## src/rtl/awp_bus_arb_pkg.sv

```systemverilog
// -----------------------------------------------------------------------------
// awp_bus_arb_pkg
// Shared definitions for the CPU/AWP system-interface arbiter:
//   - arb_state_e : 2-bit arbiter state encoding (IDLE/GNT_CPU/GNT_FP/RELEASE)
//   - owner_e     : encoding of the requester that last held the interface
//   - DEF_TIMEOUT_TICKS : default no-answer timeout in clock cycles
// -----------------------------------------------------------------------------
package awp_bus_arb_pkg;

   typedef enum logic [1:0] {
      ST_IDLE    = 2'd0,
      ST_GNT_CPU = 2'd1,
      ST_GNT_FP  = 2'd2,
      ST_RELEASE = 2'd3
   } arb_state_e;

   typedef enum logic {
      OWN_CPU = 1'b0,
      OWN_FP  = 1'b1
   } owner_e;

   localparam int unsigned DEF_TIMEOUT_TICKS = 200;

endpackage

```

## src/rtl/awp_bus_arb_timer.sv

```systemverilog
// -----------------------------------------------------------------------------
// arb_timer
// No-answer timer for awp_bus_arb. A CW-bit counter that is cleared when a
// grant is issued and counts every granted cycle without an interface answer.
// It saturates at all-ones and never wraps.
// The module is only compiled when AWP_ARB_TIMEOUT_EN is defined, which is
// also the only build that instantiates it; otherwise it would be an
// unreferenced top-level module.
//
// Ports:
//   clk     in  : system clock
//   rst     in  : synchronous active-high reset
//   clr     in  : clear the counter (grant being issued this cycle)
//   inc     in  : count this cycle (granted, no answer)
//   expired out : the edge ending this cycle is edge TIMEOUT_TICKS after grant
// -----------------------------------------------------------------------------
`ifdef AWP_ARB_TIMEOUT_EN
module arb_timer
   import awp_bus_arb_pkg::*;
#(
   parameter int unsigned   CW            = 8,
   parameter logic [CW-1:0] TIMEOUT_TICKS = CW'(DEF_TIMEOUT_TICKS)
) (
   input  logic clk,
   input  logic rst,
   input  logic clr,
   input  logic inc,
   output logic expired
);

   logic [CW-1:0] cnt_q;
   logic [CW-1:0] cnt_d;
   logic [CW:0]   cnt_after_edge;

   always_comb begin
      cnt_d = cnt_q;
      if (clr) begin
         cnt_d = '0;
      end else if (inc && (cnt_q != '1)) begin
         cnt_d = cnt_q + 1'b1;
      end
   end

   // The counter holds the number of answerless edges already seen since the
   // grant, so the edge closing the current cycle is number cnt_q + 1.
   // Computed one bit wider so a saturated counter still compares as expired.
   assign cnt_after_edge = {1'b0, cnt_q} + {{CW{1'b0}}, 1'b1};
   assign expired        = (cnt_after_edge >= {1'b0, TIMEOUT_TICKS});

   always_ff @(posedge clk) begin
      if (rst) begin
         cnt_q <= '0;
      end else begin
         cnt_q <= cnt_d;
      end
   end

endmodule
`endif

```

## src/rtl/awp_bus_arb.sv

```systemverilog
// -----------------------------------------------------------------------------
// awp_bus_arb
// Two-requester arbiter sharing the system-interface master port between the
// CPU control unit and the AWP (FPU control) unit. One requester at a time is
// granted; the arbiter drives the single registered interface request, routes
// the interface answer back to the owner as one-cycle pulses and, when built
// with AWP_ARB_TIMEOUT_EN defined, times out transfers that get no answer.
// Without AWP_ARB_TIMEOUT_EN no timer exists, no_cpu/no_fp stay 0 and a grant
// waits indefinitely for an answer.
//
// Parameters:
//   CW            : timeout counter width
//   TIMEOUT_TICKS : answerless cycles before a no-answer pulse (< 2^CW)
// Ports:
//   clk_sys in  : system clock
//   rst     in  : synchronous active-high reset
//   sr_cpu  in  : CPU request (level, held until answered)
//   rd_cpu  in  : CPU transfer is a read
//   sr_fp   in  : AWP request (level, held until answered)
//   rd_fp   in  : AWP transfer is a read
//   bus_ok  in  : interface answer, transfer accepted
//   bus_en  in  : interface answer, transfer refused (engaged)
//   bus_sr  out : registered interface request
//   bus_rd  out : registered read qualifier of the current owner
//   grant_cpu/grant_fp out : owner indication, held through RELEASE
//   ok_cpu/en_cpu/no_cpu   out : CPU accepted / refused / timed-out pulses
//   ok_fp/en_fp/no_fp      out : AWP accepted / refused / timed-out pulses
//   busy    out : arbiter is not IDLE
// -----------------------------------------------------------------------------
module awp_bus_arb
   import awp_bus_arb_pkg::*;
#(
   parameter int unsigned   CW            = 8,
   parameter logic [CW-1:0] TIMEOUT_TICKS = CW'(DEF_TIMEOUT_TICKS)
) (
   input  logic clk_sys,
   input  logic rst,
   input  logic sr_cpu,
   input  logic rd_cpu,
   input  logic sr_fp,
   input  logic rd_fp,
   input  logic bus_ok,
   input  logic bus_en,
   output logic bus_sr,
   output logic bus_rd,
   output logic grant_cpu,
   output logic grant_fp,
   output logic ok_cpu,
   output logic en_cpu,
   output logic ok_fp,
   output logic en_fp,
   output logic no_cpu,
   output logic no_fp,
   output logic busy
);

   arb_state_e state_q, state_d;
   owner_e     last_owner_q, last_owner_d;

   logic bus_sr_q, bus_sr_d;
   logic bus_rd_q, bus_rd_d;
   logic grant_cpu_q, grant_cpu_d;
   logic grant_fp_q, grant_fp_d;
   logic ok_cpu_q, ok_cpu_d;
   logic en_cpu_q, en_cpu_d;
   logic no_cpu_q, no_cpu_d;
   logic ok_fp_q, ok_fp_d;
   logic en_fp_q, en_fp_d;
   logic no_fp_q, no_fp_d;

   logic answered;
   logic timed_out;
   logic tmr_clr;
   logic tmr_inc;
   logic owner_sr;
   logic fp_wins_tie;

   assign answered    = bus_ok | bus_en;
   assign owner_sr    = (last_owner_q == OWN_CPU) ? sr_cpu : sr_fp;
   // On a tie the requester that did not own the interface last goes first,
   // so neither side is granted twice in a row while the other waits.
   assign fp_wins_tie = sr_fp && (last_owner_q == OWN_CPU);

`ifdef AWP_ARB_TIMEOUT_EN
   arb_timer #(
      .CW            (CW),
      .TIMEOUT_TICKS (TIMEOUT_TICKS)
   ) u_timer (
      .clk     (clk_sys),
      .rst     (rst),
      .clr     (tmr_clr),
      .inc     (tmr_inc),
      .expired (timed_out)
   );
`else
   assign timed_out = 1'b0;
   // Timer controls and the timeout value have no consumer in this build;
   // the parameter stays so both builds share one instantiation interface.
   logic unused_timer_cfg;
   assign unused_timer_cfg = ^{tmr_clr, tmr_inc, TIMEOUT_TICKS};
`endif

   always_comb begin
      state_d      = state_q;
      last_owner_d = last_owner_q;
      bus_sr_d     = bus_sr_q;
      bus_rd_d     = bus_rd_q;
      grant_cpu_d  = grant_cpu_q;
      grant_fp_d   = grant_fp_q;
      ok_cpu_d     = 1'b0;
      en_cpu_d     = 1'b0;
      no_cpu_d     = 1'b0;
      ok_fp_d      = 1'b0;
      en_fp_d      = 1'b0;
      no_fp_d      = 1'b0;
      tmr_clr      = 1'b0;
      tmr_inc      = 1'b0;

      case (state_q)
         ST_IDLE: begin
            if (sr_cpu && !fp_wins_tie) begin
               state_d      = ST_GNT_CPU;
               last_owner_d = OWN_CPU;
               bus_sr_d     = 1'b1;
               bus_rd_d     = rd_cpu;
               grant_cpu_d  = 1'b1;
               tmr_clr      = 1'b1;
            end else if (sr_fp) begin
               state_d      = ST_GNT_FP;
               last_owner_d = OWN_FP;
               bus_sr_d     = 1'b1;
               bus_rd_d     = rd_fp;
               grant_fp_d   = 1'b1;
               tmr_clr      = 1'b1;
            end
         end

         // The owner's request is deliberately not looked at while granted:
         // a withdrawn request still runs to an answer or a timeout.
         ST_GNT_CPU: begin
            if (bus_en) begin
               en_cpu_d = 1'b1;
            end else if (bus_ok) begin
               ok_cpu_d = 1'b1;
            end else if (timed_out) begin
               no_cpu_d = 1'b1;
            end
            if (answered || timed_out) begin
               bus_sr_d = 1'b0;
               bus_rd_d = 1'b0;
               state_d  = ST_RELEASE;
            end else begin
               tmr_inc = 1'b1;
            end
         end

         ST_GNT_FP: begin
            if (bus_en) begin
               en_fp_d = 1'b1;
            end else if (bus_ok) begin
               ok_fp_d = 1'b1;
            end else if (timed_out) begin
               no_fp_d = 1'b1;
            end
            if (answered || timed_out) begin
               bus_sr_d = 1'b0;
               bus_rd_d = 1'b0;
               state_d  = ST_RELEASE;
            end else begin
               tmr_inc = 1'b1;
            end
         end

         ST_RELEASE: begin
            // last_owner still names the requester that was just served.
            if (!owner_sr) begin
               state_d     = ST_IDLE;
               grant_cpu_d = 1'b0;
               grant_fp_d  = 1'b0;
            end
         end

         default: begin
            state_d = ST_IDLE;
         end
      endcase
   end

   always_ff @(posedge clk_sys) begin
      if (rst) begin
         state_q      <= ST_IDLE;
         last_owner_q <= OWN_FP;
         bus_sr_q     <= 1'b0;
         bus_rd_q     <= 1'b0;
         grant_cpu_q  <= 1'b0;
         grant_fp_q   <= 1'b0;
         ok_cpu_q     <= 1'b0;
         en_cpu_q     <= 1'b0;
         no_cpu_q     <= 1'b0;
         ok_fp_q      <= 1'b0;
         en_fp_q      <= 1'b0;
         no_fp_q      <= 1'b0;
      end else begin
         state_q      <= state_d;
         last_owner_q <= last_owner_d;
         bus_sr_q     <= bus_sr_d;
         bus_rd_q     <= bus_rd_d;
         grant_cpu_q  <= grant_cpu_d;
         grant_fp_q   <= grant_fp_d;
         ok_cpu_q     <= ok_cpu_d;
         en_cpu_q     <= en_cpu_d;
         no_cpu_q     <= no_cpu_d;
         ok_fp_q      <= ok_fp_d;
         en_fp_q      <= en_fp_d;
         no_fp_q      <= no_fp_d;
      end
   end

   assign bus_sr    = bus_sr_q;
   assign bus_rd    = bus_rd_q;
   assign grant_cpu = grant_cpu_q;
   assign grant_fp  = grant_fp_q;
   assign ok_cpu    = ok_cpu_q;
   assign en_cpu    = en_cpu_q;
   assign no_cpu    = no_cpu_q;
   assign ok_fp     = ok_fp_q;
   assign en_fp     = en_fp_q;
   assign no_fp     = no_fp_q;
   assign busy      = (state_q != ST_IDLE);

endmodule
```

## config.mk

```make
export PLATFORM = sky130hd
export DESIGN_NAME = awp_bus_arb
export DESIGN_NICKNAME = d
export VERILOG_FILES = /design/src/rtl/awp_bus_arb_pkg.sv /design/src/rtl/awp_bus_arb_timer.sv /design/src/rtl/awp_bus_arb.sv
export SDC_FILE = /design/constraint.sdc
export NUM_CORES = 1
export LEC_CHECK = 0
export CAP_MARGIN = 15
export CORE_MARGIN = 3
export CORE_UTILIZATION = 37
export CTS_BUF_LIST = sky130_fd_sc_hd__clkbuf_8 sky130_fd_sc_hd__clkbuf_16
export DETAILED_ROUTE_END_ITERATION = 16
export GPL_TIMING_DRIVEN = 0
export HOLD_SLACK_MARGIN = 0.05
export PLACE_DENSITY_LB_ADDON = 0.1
export SYNTH_ARGS = -nofsm -noshare
export SYNTH_HDL_FRONTEND = slang
export SYNTH_HIERARCHICAL = 1
export SYNTH_SLANG_ARGS = --single-unit
```

## constraint.sdc

```tcl
create_clock -name clk_sys -period 2.05 [get_ports clk_sys]
set_clock_uncertainty 0.1 [all_clocks]
set_input_delay 0.41 -clock clk_sys [delete_from_list [all_inputs] [get_ports clk_sys]]
set_output_delay 0.41 -clock clk_sys [all_outputs]
set_load 0.01 [all_outputs]
```

==> summary.md <==
| Metric | Value |
|---|---|
| Antenna violations before repair | 0 |
| Worst ir drop on vdd | 0.0005935 V |
| Mapped Cells | 69 |
| Worst-path clk slew | 0.05 ns |
| Detailed Routing Iterations Pass 1 | 5 |
| H-Tree Depth | 1 |
| Die height | 47.00 um |
| Post-DP HPWL | 960.5 um |
| Number of DRC markers in iteration 0 | 10 |
| Leakage Power | 0.3723 nW |
| Initial Util | 0.4034 |
| Slew Viols, Final | 0 |
| Worst Path Max Fanout | 8 |
| CP max stage cell | clkdlybuf4s50_1 |
| Layout cells sized above 1 | 0.1099 |
| Buf/Inv on CP | 3 |
| Area Growth Syn to Fin | 37.83% |
| Vias | 564 |
| Total power | 1.138 mW |
| Max cap viols | 0 |
| Die Width | 47.00 um |
| Gr ovfl total | 0 |
| Placed cell areas | 795.8 um^2 |
| NumNets Final | 105 |
| TritonCTS Buffers | 3 |
| CP Cell Sequence | clkdlybuf4s50_1 -> mux2_4 -> a222oi_1 -> buf_4 -> buf_4 -> nand2b_1 -> a21oi_1 |
| PD cells | 1328 mW/mm^2 |
| Yosys reg bits | 11 |
| Max Fclk | 513.9 MHz |
| I/O pin cnt | 19 |
| Placer Congestion | 0.7705 |
| Vias in the first global route | 495 |
| Status | complete, no violations |
| Core Rows | 14 |
| Port-buffer cells | 15 |
| Via density | 5.271 |
| Post-Route WL | 1290 um |
| Commonest non-fill, non-tap cells in the layout | clkdlybuf4s50_1, dfxtp_1, inv_1 |
| Register area share after synthesis | 0.3541 |
| Setup crit start kind | input pin |
| Clk sinks | 11 |
| Cell family with most CP delay | buffers and inverters |
| Drt wl/cell | 12.06 um |
| Synth unique cells | 29 |
| Req. time, crit path | 2.05 ns |
| Post-synth EDFFs | 0 |
| # DRC | 0 |
| CP Class | in -> reg |
| Final setup fails | 0 |
| CTS tree | yes |
| Post-route ant nets | 0 |
| Most common cell after layout, fill and taps aside | clkdlybuf4s50_1 |
| Pin count of the biggest net entering global routing | 11 |
| Syn. warnings | 6 |
| Die Area | 0.002209 mm^2 |
| Tot GR Track Use | 0.1313 |
| CTS hold repair buffers | 0 |
| Mapped Area | 621.8 um^2 |
| Core Footprint | 0.001541 mm^2 |
| Tmin final | 1.946 ns |
| Mean Syn Cell Area | 9.012 um^2 |
| Fin. Hold Viols | 0 |
| WP data arrival | 1.95 ns |
| Max Buffers Root-to-Sink | 2 |
| First-pass GRT wire length | 2035 um |
| Unrepaired setup endpoints after global routing | no |
| Clock Latency Late Sink | 0.23 ns |
| Setup TNS | 0 ns |
| Final instance area | 857.1 um^2 |
| HP Class | in -> reg |
| Crit path top cell by count | buf_4 |
| Final worst-path cycle share | 0.9492 |
| CP endpoint kind | register |
| CTS Root Cell | clkbuf_8 |
| Ant. Diodes | 0 |
| Ys flop type | dfxtp_1 |
| Synth async-reset ratio | 0 |
| Crit-path max cell delay | 0.53 ns |
-- worst reg2reg max path, cell delays in order (launching register included) --
cell	delay, ns
dfxtp_1	0.37
inv_1	0.10
ha_2	0.33
a222oi_1	0.33
buf_4	0.18
buf_4	0.10
nand2b_1	0.09
a21oi_1	0.06
-- routing by layer --
| metal | wire (um) | part of all wire | track usage | up-vias |
|---|---|---|---|---|
| li1 | - | - | - | 288 |
| met1 | 597 | 0.46 | 0.1537 | 251 |
| met2 | 583 | 0.45 | 0.2276 | 23 |
| met3 | 95 | 0.074 | 0.03448 | 2 |
| met4 | 13 | 0.010 | 0.04972 | 0 |
| met5 | 0 | 0 | 0 | - |
-- final timing paths --
check	from	to	slack, ns	cells after the start
setup reg to reg	state_q[0]	state_q[1]	0.26	7
setup / recovery	sr_fp	state_q[1]	0.10	7
hold / removal	sr_cpu	grant_cpu	0.38	3
hold reg to reg	bus_rd	bus_rd	0.38	2
-- through the flow --
stage               setup WS [ns]  cells    util  hold slack, ns
detailed placement        -0.2304    101  0.5162          0.3811
finish                     0.1041    107  0.5560          0.3810
CTS                       0.01471    105  0.5463          0.3823
floorplan                  0.3335     70       -          0.3793
global route              0.03660    107  0.5560          0.4210
global placement          -0.2103    101  0.5162          0.3724
-- state kept, by name, indices dropped and copies added, names as in the netlist --
register and cells:
bus_sr 1, grant_cpu 1, ok_cpu 1, en_fp 1, last_owner_q 1, en_cpu 1, bus_rd 1, state_q 2
grant_fp 1, ok_fp 1
-- where the power goes --
part           internal, mW  switching (mW)
Clock                 0.131          0.0786
Combinational         0.307           0.292
Sequential            0.279          0.0507
-- kinds of logic after synthesis --
| kind of cell | after synthesis | share of synthesized area |
|---|---|---|
| AND/OR/NAND/NOR | 20 | 0.1871 |
| AO/OA/AOI/OAI | 19 | 0.2213 |
| buffers and inverters | 11 | 0.09054 |
| flip-flops | 11 | 0.3541 |
| adder cells (fa/ha/maj) | 5 | 0.1006 |
| multiplexers | 2 | 0.04024 |
| other | 1 | 0.006030 |
-- area by class of cell --
type	count	area, um^2
buffer	4	30.03
clock buffer	3	41.29
clock inverter	1	3.754
fill	139	684.4
inverter	7	26.28
multi-input combinational	48	351.6
sequential	11	220.2
tap	16	20.02
timing repair buffer	17	163.9
-- synth_stat cells, types with 2 or more instances --
cell type / number / area [um^2]
o21ai_0: 5 / 25.02
o221ai_1: 2 / 17.52
nand2b_1: 2 / 12.51
nor4bb_1: 2 / 20.02
dfxtp_1: 11 / 220.2
nand2_1: 4 / 15.01
a21oi_1: 3 / 15.01
a222oi_1: 2 / 20.02
inv_1: 7 / 26.28
and3b_1: 2 / 17.52
ha_1: 5 / 62.56
nor2b_1: 2 / 12.51
buf_4: 2 / 15.01
nor2_1: 5 / 18.77
-- repair_timing --
item,4_1_cts,5_1_grt
pin swaps,0,1
gates resized for setup,2,0
buffers inserted,0,2
setup endpoints to repair,1,2
Note: power is estimated with default switching activity, not from simulation.
